===== src/rtl/traffic_pkg.sv =====
// Shared types, default timings and lamp decode for the traffic phase scheduler.
package traffic_pkg;

  typedef enum logic [2:0] {
    ALLRED    = 3'd0,
    NS_GREEN  = 3'd1,
    NS_YELLOW = 3'd2,
    WE_GREEN  = 3'd3,
    WE_YELLOW = 3'd4,
    PED_WALK  = 3'd5
  } phase_e;

  typedef enum logic [1:0] {
    SRV_NS  = 2'd0,
    SRV_WE  = 2'd1,
    SRV_PED = 2'd2
  } served_e;

  localparam int GREEN_MIN_DEF = 8;
  localparam int GREEN_MAX_DEF = 20;
  localparam int YELLOW_T_DEF  = 3;
  localparam int ALLRED_T_DEF  = 2;
  localparam int WALK_T_DEF    = 6;

  localparam logic EMG_NS = 1'b0;
  localparam logic EMG_WE = 1'b1;

  typedef struct packed {
    logic red_ns;
    logic yellow_ns;
    logic green_ns;
    logic red_we;
    logic yellow_we;
    logic green_we;
    logic walk;
  } lamps_t;

  function automatic lamps_t lamp_decode(input phase_e ph);
    lamps_t l;
    l = '0;
    case (ph)
      NS_GREEN:  begin l.green_ns  = 1'b1; l.red_we = 1'b1; end
      NS_YELLOW: begin l.yellow_ns = 1'b1; l.red_we = 1'b1; end
      WE_GREEN:  begin l.green_we  = 1'b1; l.red_ns = 1'b1; end
      WE_YELLOW: begin l.yellow_we = 1'b1; l.red_ns = 1'b1; end
      PED_WALK:  begin l.red_ns = 1'b1; l.red_we = 1'b1; l.walk = 1'b1; end
      default:   begin l.red_ns = 1'b1; l.red_we = 1'b1; end
    endcase
    return l;
  endfunction

endpackage


===== src/rtl/phase_timer.sv =====
// Per-phase cycle counter: sync clear, saturating count, terminal flag once
// the count reaches dur-1 (stays set while saturated).
module phase_timer #(
  parameter int CNT_W = 8
) (
  input  logic             clk,
  input  logic             reset,
  input  logic             clear,
  input  logic [CNT_W-1:0] dur,
  output logic [CNT_W-1:0] count,
  output logic             tc
);

  localparam logic [CNT_W-1:0] ONE = CNT_W'(1);

  logic [CNT_W-1:0] count_reg;

  always_ff @(posedge clk) begin
    if (reset || clear) begin
      count_reg <= '0;
    end else if (count_reg != '1) begin
      count_reg <= count_reg + ONE;
    end
  end

  assign count = count_reg;
  assign tc    = (count_reg >= (dur - ONE));

endmodule


===== src/rtl/traffic_phase_scheduler.sv =====
// Request-driven four-way intersection phase sequencer with emergency preemption.
// Define TPS_PED_PHASE_EN to include the pedestrian walk phase.
module traffic_phase_scheduler
  import traffic_pkg::*;
#(
  parameter int GREEN_MIN = GREEN_MIN_DEF,
  parameter int GREEN_MAX = GREEN_MAX_DEF,
  parameter int YELLOW_T  = YELLOW_T_DEF,
  parameter int ALLRED_T  = ALLRED_T_DEF,
  parameter int WALK_T    = WALK_T_DEF,
  parameter int CNT_W     = 8
) (
  input  logic       clk,
  input  logic       reset,
  input  logic       ns_req,
  input  logic       we_req,
  input  logic       ped_req,
  input  logic       emergency,
  input  logic       emg_dir,
  output logic       redNS,
  output logic       yellowNS,
  output logic       greenNS,
  output logic       redWE,
  output logic       yellowWE,
  output logic       greenWE,
  output logic       walk,
  output logic [2:0] phase
);

  phase_e           state_reg, state_next, grant;
  served_e          last_reg, last_next;
  lamps_t           lamps_reg, lamps_next;
  logic             p_ns_reg, p_we_reg, p_ped;
  logic [CNT_W-1:0] dur, count;
  logic             tc, timer_clear;
  logic             min_ok, ns_hold, we_hold, ns_exit, we_exit;

`ifdef TPS_PED_PHASE_EN
  logic p_ped_reg;

  always_ff @(posedge clk) begin
    if (reset) begin
      p_ped_reg <= 1'b0;
    end else begin
      p_ped_reg <= ped_req | (p_ped_reg & ~(timer_clear && state_next == PED_WALK));
    end
  end

  assign p_ped = p_ped_reg;
`else
  logic ped_unused;
  assign ped_unused = ped_req;
  assign p_ped      = 1'b0;
`endif

  always_comb begin
    dur = CNT_W'(ALLRED_T);
    case (state_reg)
      NS_GREEN, WE_GREEN:   dur = CNT_W'(GREEN_MAX);
      NS_YELLOW, WE_YELLOW: dur = CNT_W'(YELLOW_T);
      PED_WALK:             dur = CNT_W'(WALK_T);
      default:              dur = CNT_W'(ALLRED_T);
    endcase
  end

  phase_timer #(.CNT_W(CNT_W)) u_timer (
    .clk   (clk),
    .reset (reset),
    .clear (timer_clear),
    .dur   (dur),
    .count (count),
    .tc    (tc)
  );

  // A hold in the matching direction beats every exit rule; an opposing
  // emergency waives the minimum green. tc covers the GREEN_MAX limit.
  assign min_ok  = (count >= CNT_W'(GREEN_MIN - 1));
  assign ns_hold = emergency && (emg_dir == EMG_NS);
  assign we_hold = emergency && (emg_dir == EMG_WE);
  assign ns_exit = !ns_hold && (we_hold || tc || (min_ok && (!ns_req || p_we_reg || p_ped)));
  assign we_exit = !we_hold && (ns_hold || tc || (min_ok && (!we_req || p_ns_reg || p_ped)));

  // Round-robin searches the entries after the last-served one and never
  // re-grants it back to back; with no other candidate the opposite green wins.
  always_comb begin
    grant = (last_reg == SRV_NS) ? WE_GREEN : NS_GREEN;
    if (emergency) begin
      grant = (emg_dir == EMG_WE) ? WE_GREEN : NS_GREEN;
    end else begin
      case (last_reg)
        SRV_NS:  if (p_we_reg) grant = WE_GREEN; else if (p_ped) grant = PED_WALK;
        SRV_WE:  if (p_ped) grant = PED_WALK; else if (p_ns_reg) grant = NS_GREEN;
        default: if (p_ns_reg) grant = NS_GREEN; else if (p_we_reg) grant = WE_GREEN;
      endcase
    end
  end

  always_comb begin
    state_next = state_reg;
    case (state_reg)
      ALLRED:    if (tc) state_next = grant;
      NS_GREEN:  if (ns_exit) state_next = NS_YELLOW;
      NS_YELLOW: if (tc) state_next = ALLRED;
      WE_GREEN:  if (we_exit) state_next = WE_YELLOW;
      WE_YELLOW: if (tc) state_next = ALLRED;
`ifdef TPS_PED_PHASE_EN
      PED_WALK:  if (emergency || tc) state_next = ALLRED;
`endif
      default:   state_next = ALLRED;
    endcase
  end

  assign timer_clear = (state_next != state_reg);

  always_comb begin
    last_next = last_reg;
    if (timer_clear) begin
      case (state_next)
        NS_GREEN: last_next = SRV_NS;
        WE_GREEN: last_next = SRV_WE;
        PED_WALK: last_next = SRV_PED;
        default:  last_next = last_reg;
      endcase
    end
  end

  always_comb begin
    lamps_next = lamp_decode(state_next);
`ifndef TPS_PED_PHASE_EN
    lamps_next.walk = 1'b0;
`endif
  end

  always_ff @(posedge clk) begin
    if (reset) begin
      state_reg <= ALLRED;
      last_reg  <= SRV_WE;
      p_ns_reg  <= 1'b0;
      p_we_reg  <= 1'b0;
      lamps_reg <= lamp_decode(ALLRED);
    end else begin
      state_reg <= state_next;
      last_reg  <= last_next;
      p_ns_reg  <= ns_req | (p_ns_reg & ~(timer_clear && state_next == NS_GREEN));
      p_we_reg  <= we_req | (p_we_reg & ~(timer_clear && state_next == WE_GREEN));
      lamps_reg <= lamps_next;
    end
  end

  assign redNS    = lamps_reg.red_ns;
  assign yellowNS = lamps_reg.yellow_ns;
  assign greenNS  = lamps_reg.green_ns;
  assign redWE    = lamps_reg.red_we;
  assign yellowWE = lamps_reg.yellow_we;
  assign greenWE  = lamps_reg.green_we;
  assign walk     = lamps_reg.walk;
  assign phase    = state_reg;

endmodule


===== config.mk =====
export PLATFORM = sky130hd
export DESIGN_NAME = traffic_phase_scheduler
export DESIGN_NICKNAME = d
export VERILOG_FILES = /design/src/rtl/traffic_pkg.sv /design/src/rtl/phase_timer.sv /design/src/rtl/traffic_phase_scheduler.sv
export SDC_FILE = /design/constraint.sdc
export NUM_CORES = 1
export LEC_CHECK = 0
export CAP_MARGIN = 40
export CORE_ASPECT_RATIO = 1.5
export CORE_MARGIN = 2
export CORE_UTILIZATION = 25
export DETAILED_ROUTE_END_ITERATION = 10
export PLACE_DENSITY_LB_ADDON = 0.1
export RECOVER_POWER = 25
export REMOVE_ABC_BUFFERS = 1
export SYNTH_ARGS = -nofsm -noshare
export SYNTH_HDL_FRONTEND = slang
export SYNTH_SLANG_ARGS = --single-unit

===== constraint.sdc =====
create_clock -name clk -period 4.35 [get_ports clk]
set_clock_uncertainty 0.15 [all_clocks]
set_input_delay 0.435 -clock clk [delete_from_list [all_inputs] [get_ports clk]]
set_output_delay 0.435 -clock clk [all_outputs]
set_load 0.1 [all_outputs]

==> run summary, run 1 <==
R2R Path Start: phase[1]
Post-Synthesis Cell Area: 1230 um2
max_cap viols: 0
DIE AREA: 5520 um2
Async SR Flop Fraction: 0%
dpl ws: 0.863 ns
VDD IR max: 0.000312 V
number of diodes: 0
Post-Route WL: 3130 um
Worst Path Max Fanout: 9
CTS Buffer Depth: 2
Ports: 17
largest net degree at the start of global routing: 15
Layout area overhead: 28.2%
PortBufs: 14
clk sinks: 21
initial antenna violation count: 0
Power Density: 562 nW/um2
vias in the first global route: 1,208
Die Y-Extent: 90.0 um
Hold/Removal Path Class: flip-flop to flip-flop
Main synth FF type: dfxtp_1
DIE WIDTH: 61.3 um
Post-Synth Adder-Cell Area: 7.11%
cell-by-cell trace of the critical path: nor2_1 -> xor2_1 -> ha_1 -> nor2b_1 -> o211a_1 -> o311a_1 -> o41a_1 -> nor3_1 -> a211oi_1 -> or3b_1
Clk Latency, worst-skew pair: 0.26 ns
multi-input logic area: 771 um2
final worst slack: 0.868 ns
Initial DRT Pass Iterations: 4
worst path required time: 4.35 ns
fin crit share: 80.1%
Worst Setup End Kind: flip-flop
Hold Crit Start: last_reg[1]
CTS tree: built
slowest cell delay on critical path: 0.42 ns
post-route antenna net violation count: 0
leading cell types in the layout, fill and taps excluded: dfxtp_1 (21), nor2_1 (19), clkdlybuf4s50_1 (13)
sequential share of the synthesized area: 34.1%
Mean Syn Cell Area: 8.56 um2
Layout fillers: 527
post-synthesis register bit count: 21
Vias: 1,185
setup TNS after final layout: 0 ns
EDFF count, synth: 0
# DRC: 0
yosys warns: 0
main combinational cell family by area after synthesis: compound AO/OA/AOI/OAI gates
GP Congestion: 0.866
Final nets: 185
post-layout min period: 3.48 ns
Slew Limit Fails: 0
CTS clock-pin slew for the worst setup and hold paths: 0.08 ns
WP data arrival: 3.48 ns
Simple-Gate Fraction of Synth Area: 23.1%
Pleak: 0.597 nW
Initial Utilization: 25.8%
global-route wire length before repair: 5600 um
Detailed Place HPWL: 2500 um
row cnt: 31
Yosys cell types: 48
placed insts: 232
worst slew pin tran: 1.17 ns
critical path launch point: phase[1]
post-synthesis mux area share: 1.62%
final hold vios: 0
post-synthesis xor/xnor area fraction: 2.13%
f_max: 287 MHz
total gr overflow: 0
Total GRT Usage: 13.1%
fin util: 33.1%
Design Area, Final: 1580 um2
Buf/Inv on CP: 0
Num CTS Buffers: 3
Syn Inst Count: 144
Sequential cell area: 420 um2
status: finished, final reports clean
CP top delay family: simple AND/OR/NAND/NOR gates
CP Launch Type: flip-flop
via/cell ratio: 5.02
Clock Root Buffer: clkbuf_8
Hold-fix buffers, CTS: 0
Rel. slew slack: 22.4%
CTS HTree Levels: 1
most common cell after layout, fill and taps aside: dfxtp_1
post-CTS setup buffers: 0
layout cells sized above 1: 8.82%
final std cells w/o fill: 236
number of flip-flops under the largest register name: 8
WL/cell: 13.3 um
crit path kind: flip-flop to flip-flop
CP max stage cell: o41a_1
Compound-Gate Fraction of Synth Area: 27.6%
RSZ-0062 raised after global routing: false
post-CTS sizing: 0
First DRT Iteration DRCs: 49
core box area: 4770 um2
Area after DPL: 1600 um2
final setup vio count: 0
[stage by stage]
stage / power, mW / hold WS (ns)
CTS: 0.938 / 0.351
detailed placement: 0.799 / 0.339
floorplan: 0.621 / 0.308
global route: 0.955 / 0.366
global placement: 0.739 / 0.333
finish: 0.888 / 0.350
[power by group]
group	internal [mW]	switching, mW
combinational	0.179	0.324
sequential	0.227	0.0264
clock	0.0653	0.0653
[kinds of logic (layout without fill, tap and decap cells)]
family | Yosys count | count (layout)
DFF | 21 | 21
buffers and inverters | 11 | 36
xor gates and xnor gates | 3 | 3
adders and majority gates | 7 | 7
other | 2 | 3
and+or+nand+nor | 58 | 58
muxes | 2 | 2
AOI/OAI and AO/OA | 40 | 40
[synth_stat cells (2+ instances only)]
| library cell | n | area, um2 |
|---|---|---|
| dfxtp_1 | 21 | 420 |
| nor2_1 | 19 | 71.3 |
| nand2_1 | 9 | 33.8 |
| ha_1 | 7 | 87.6 |
| inv_1 | 7 | 26.3 |
| nand3_1 | 6 | 30.0 |
| a211oi_1 | 5 | 37.5 |
| nor3_1 | 5 | 25.0 |
| o21ai_0 | 5 | 25.0 |
| a31oi_1 | 4 | 25.0 |
| and3_1 | 4 | 25.0 |
| nand2b_1 | 3 | 18.8 |
| nand4_1 | 3 | 18.8 |
| nor2b_1 | 3 | 18.8 |
| a2111oi_1 | 2 | 20.0 |
| a21oi_1 | 2 | 10.0 |
| a32oi_1 | 2 | 17.5 |
| clkbuf_1 | 2 | 7.51 |
| conb_1 | 2 | 7.51 |
| mux2i_1 | 2 | 20.0 |
| o31a_1 | 2 | 17.5 |
| o31ai_1 | 2 | 15.0 |
| xor2_1 | 2 | 17.5 |
[worst register-to-register path, delay by kind of cell, from the launching register on]
family	cells	cell delay, ns
xor gates and xnor gates	1	0.18
adders and majority gates	1	0.26
and+or+nand+nor	4	1.25
AOI/OAI and AO/OA	4	1.14
DFF	1	0.40
[final timing paths]
check	end	slack, ns	cells past startpoint
setup / recovery	redNS	0.87	10
hold / removal	last_reg[1]	0.35	1
setup reg to reg	redNS	0.87	10
hold reg to reg	last_reg[1]	0.35	1
[final cells by class]
type,count,share of cell area [%]
clock buffer,4,2.85
sequential,21,26.6
timing repair buffer,25,14.9
tap,66,5.23
multi-input combinational,113,48.8
inverter,7,1.66
[per-layer routing]
| layer | GRT usage (%) | share of wire, % | up-vias |
|---|---|---|---|
| li1 | - | - | 591 |
| met1 | 15.5 | 41 | 564 |
| met2 | 21.7 | 53 | 22 |
| met3 | 2.01 | 2.5 | 8 |
| met4 | 6.88 | 3.3 | 0 |
| met5 | 0 | 0 | - |
Power figures use the tool's default switching activity.
==> run 2: changes to the inputs <==
==> constraint.sdc (replaced) <==
create_clock -name clk -period 3.4 [get_ports clk]
set_clock_uncertainty 0.15 [all_clocks]
set_input_delay 0.34 -clock clk [delete_from_list [all_inputs] [get_ports clk]]
set_output_delay 0.34 -clock clk [all_outputs]
set_load 0.1 [all_outputs]
==> run 2 against run 1 <==
Net effect: flip-flop and latch count did not move; worst hold slack got worse by 0.014 ns; final area rose by 2.1%; global-route usage rose by 0.13 points; sequential share of layout area fell by 0.56 points; maximum frequency rose by 9.7%; clock-buffer cell count did not move; non-clock buffer count rose by 7; sequential power rose by 26%; largest power group unchanged.
==> run summary, run 2 (synthesis results as in run 1) <==
status: finished, final reports clean
Vias: 1,194
RSZ-0062 raised after global routing: false
CTS Buffer Depth: 2
slowest cell delay on critical path: 0.39 ns
post-CTS setup buffers: 0
Layout area overhead: 31.0%
switch share: 45.4%
Hold-fix buffers, CTS: 0
Design Area, Final: 1610 um2
Initial DRT Pass Iterations: 4
Sw Pwr: 0.541 mW
crit path capture: redNS
Power Density: 737 nW/um2
Clock Root Buffer: clkbuf_8
clk sinks: 21
DIE WIDTH: 61.3 um
Final nets: 192
WL/cell: 13.2 um
Ports: 17
via/cell ratio: 4.91
Total GRT Usage: 13.3%
layout cells sized above 1: 13.6%
initial antenna violation count: 0
post-layout min period: 3.17 ns
CTS HTree Levels: 1
Hold/Removal Path Class: flip-flop to flip-flop
Layout fillers: 525
number of diodes: 0
Post-Route WL: 3210 um
f_max: 315 MHz
P_int: 0.649 mW
leading cell types in the layout, fill and taps excluded: dfxtp_1 (21), nor2_1 (19), buf_4 (12)
PortBufs: 14
Buf/Inv on CP: 0
max_cap viols: 0
critical path launch point: phase[1]
number of flip-flops under the largest register name: 8
# DRC: 0
row cnt: 31
Initial Utilization: 25.8%
WP data arrival: 3.18 ns
CP top delay family: compound AO/OA/AOI/OAI gates
worst r2r path cells: 10
final setup vio count: 0
Worst Path Max Fanout: 4
GP Congestion: 0.776
CTS tree: built
CP Launch Type: flip-flop
Slew Limit Fails: 0
vias in the first global route: 1,268
fin util: 33.8%
Die Y-Extent: 90.0 um
Area after DPL: 1630 um2
r2r setup slk: 0.23 ns
First DRT Iteration DRCs: 66
post-route antenna net violation count: 0
WP depth: 10
worst path required time: 3.40 ns
crit path kind: flip-flop to flip-flop
CTS clock-pin slew for the worst setup and hold paths: 0.08 ns
cell-by-cell trace of the critical path: nor2_1 -> xor2_1 -> ha_1 -> nor2b_1 -> o211a_1 -> o311a_1 -> or3_1 -> a221o_1 -> o211ai_2 -> or3b_1
fin crit share: 93.3%
Flop pwr share: 27.0%
Pleak: 0.627 nW
core box area: 4770 um2
final hold vios: 0
RR Endpoint: redNS
Comb pwr share: 58.8%
Clk network pwr share: 14.2%
R2R Path Start: phase[1]
worst slew pin tran: 1.18 ns
Clk Latency, worst-skew pair: 0.26 ns
Worst Setup End Kind: flip-flop
VDD IR max: 0.000479 V
most common cell after layout, fill and taps aside: dfxtp_1
largest net degree at the start of global routing: 14
Rel. slew slack: 21.9%
hold_ws: 0.336 ns
post-CTS sizing: 0
DIE AREA: 5520 um2
Detailed Place HPWL: 2600 um
CP max stage cell: o311a_1
global-route wire length before repair: 5730 um
Num CTS Buffers: 3
total gr overflow: 0
==> run 2: power groups by stage <==
stage               logic (mW)  registers [mW]  clock network, mW
detailed placement       0.727           0.329                  0
CTS                      0.731           0.323              0.176
floorplan                0.305           0.489                  0
global route             0.763           0.328              0.184
finish                   0.700           0.321              0.169
global placement         0.663           0.327                  0
==> run 2: layer usage <==
metal / part of all wire (%) / GRT usage [%]
met5: 0 / 0
met4: 1.5 / 3.80
met3: 3.6 / 2.16
met2: 54 / 23.7
met1: 41 / 15.4
==> run 2: cell type report <==
type	instances	area [um2]	share of cell area (%)
clock buffer	4	45.0	2.79
timing repair buffer	32	269	16.7
sequential	21	420	26.0
multi-input combinational	113	771	47.8
tap	66	82.6	5.12
inverter	7	26.3	1.63
==> run 2: how the worst min path moves through the flow <==
stage / end / slack [ns] / from / cells past startpoint
3_5_place_dp: last_reg[1] / 0.33 / last_reg[1] / 1
5_1_grt: last_reg[1] / 0.35 / last_reg[1] / 1
2_1_floorplan: p_we_reg / 0.26 / reset / 1
4_1_cts: last_reg[1] / 0.34 / last_reg[1] / 1
3_3_place_gp: last_reg[1] / 0.33 / last_reg[1] / 1
6_report: last_reg[1] / 0.34 / last_reg[1] / 1
==> run 2: stage by stage <==
stage                     std cells  worst slack (ns)  setup TNS (ns)  power [mW]
after global routing            243            0.0483               0        1.27
after floorplan                 141            -0.570           -6.13       0.795
final                           243             0.227               0        1.19
after global placement          233             0.258               0       0.990
after CTS                       243             0.162               0        1.23
after detailed placement        239             0.175               0        1.06
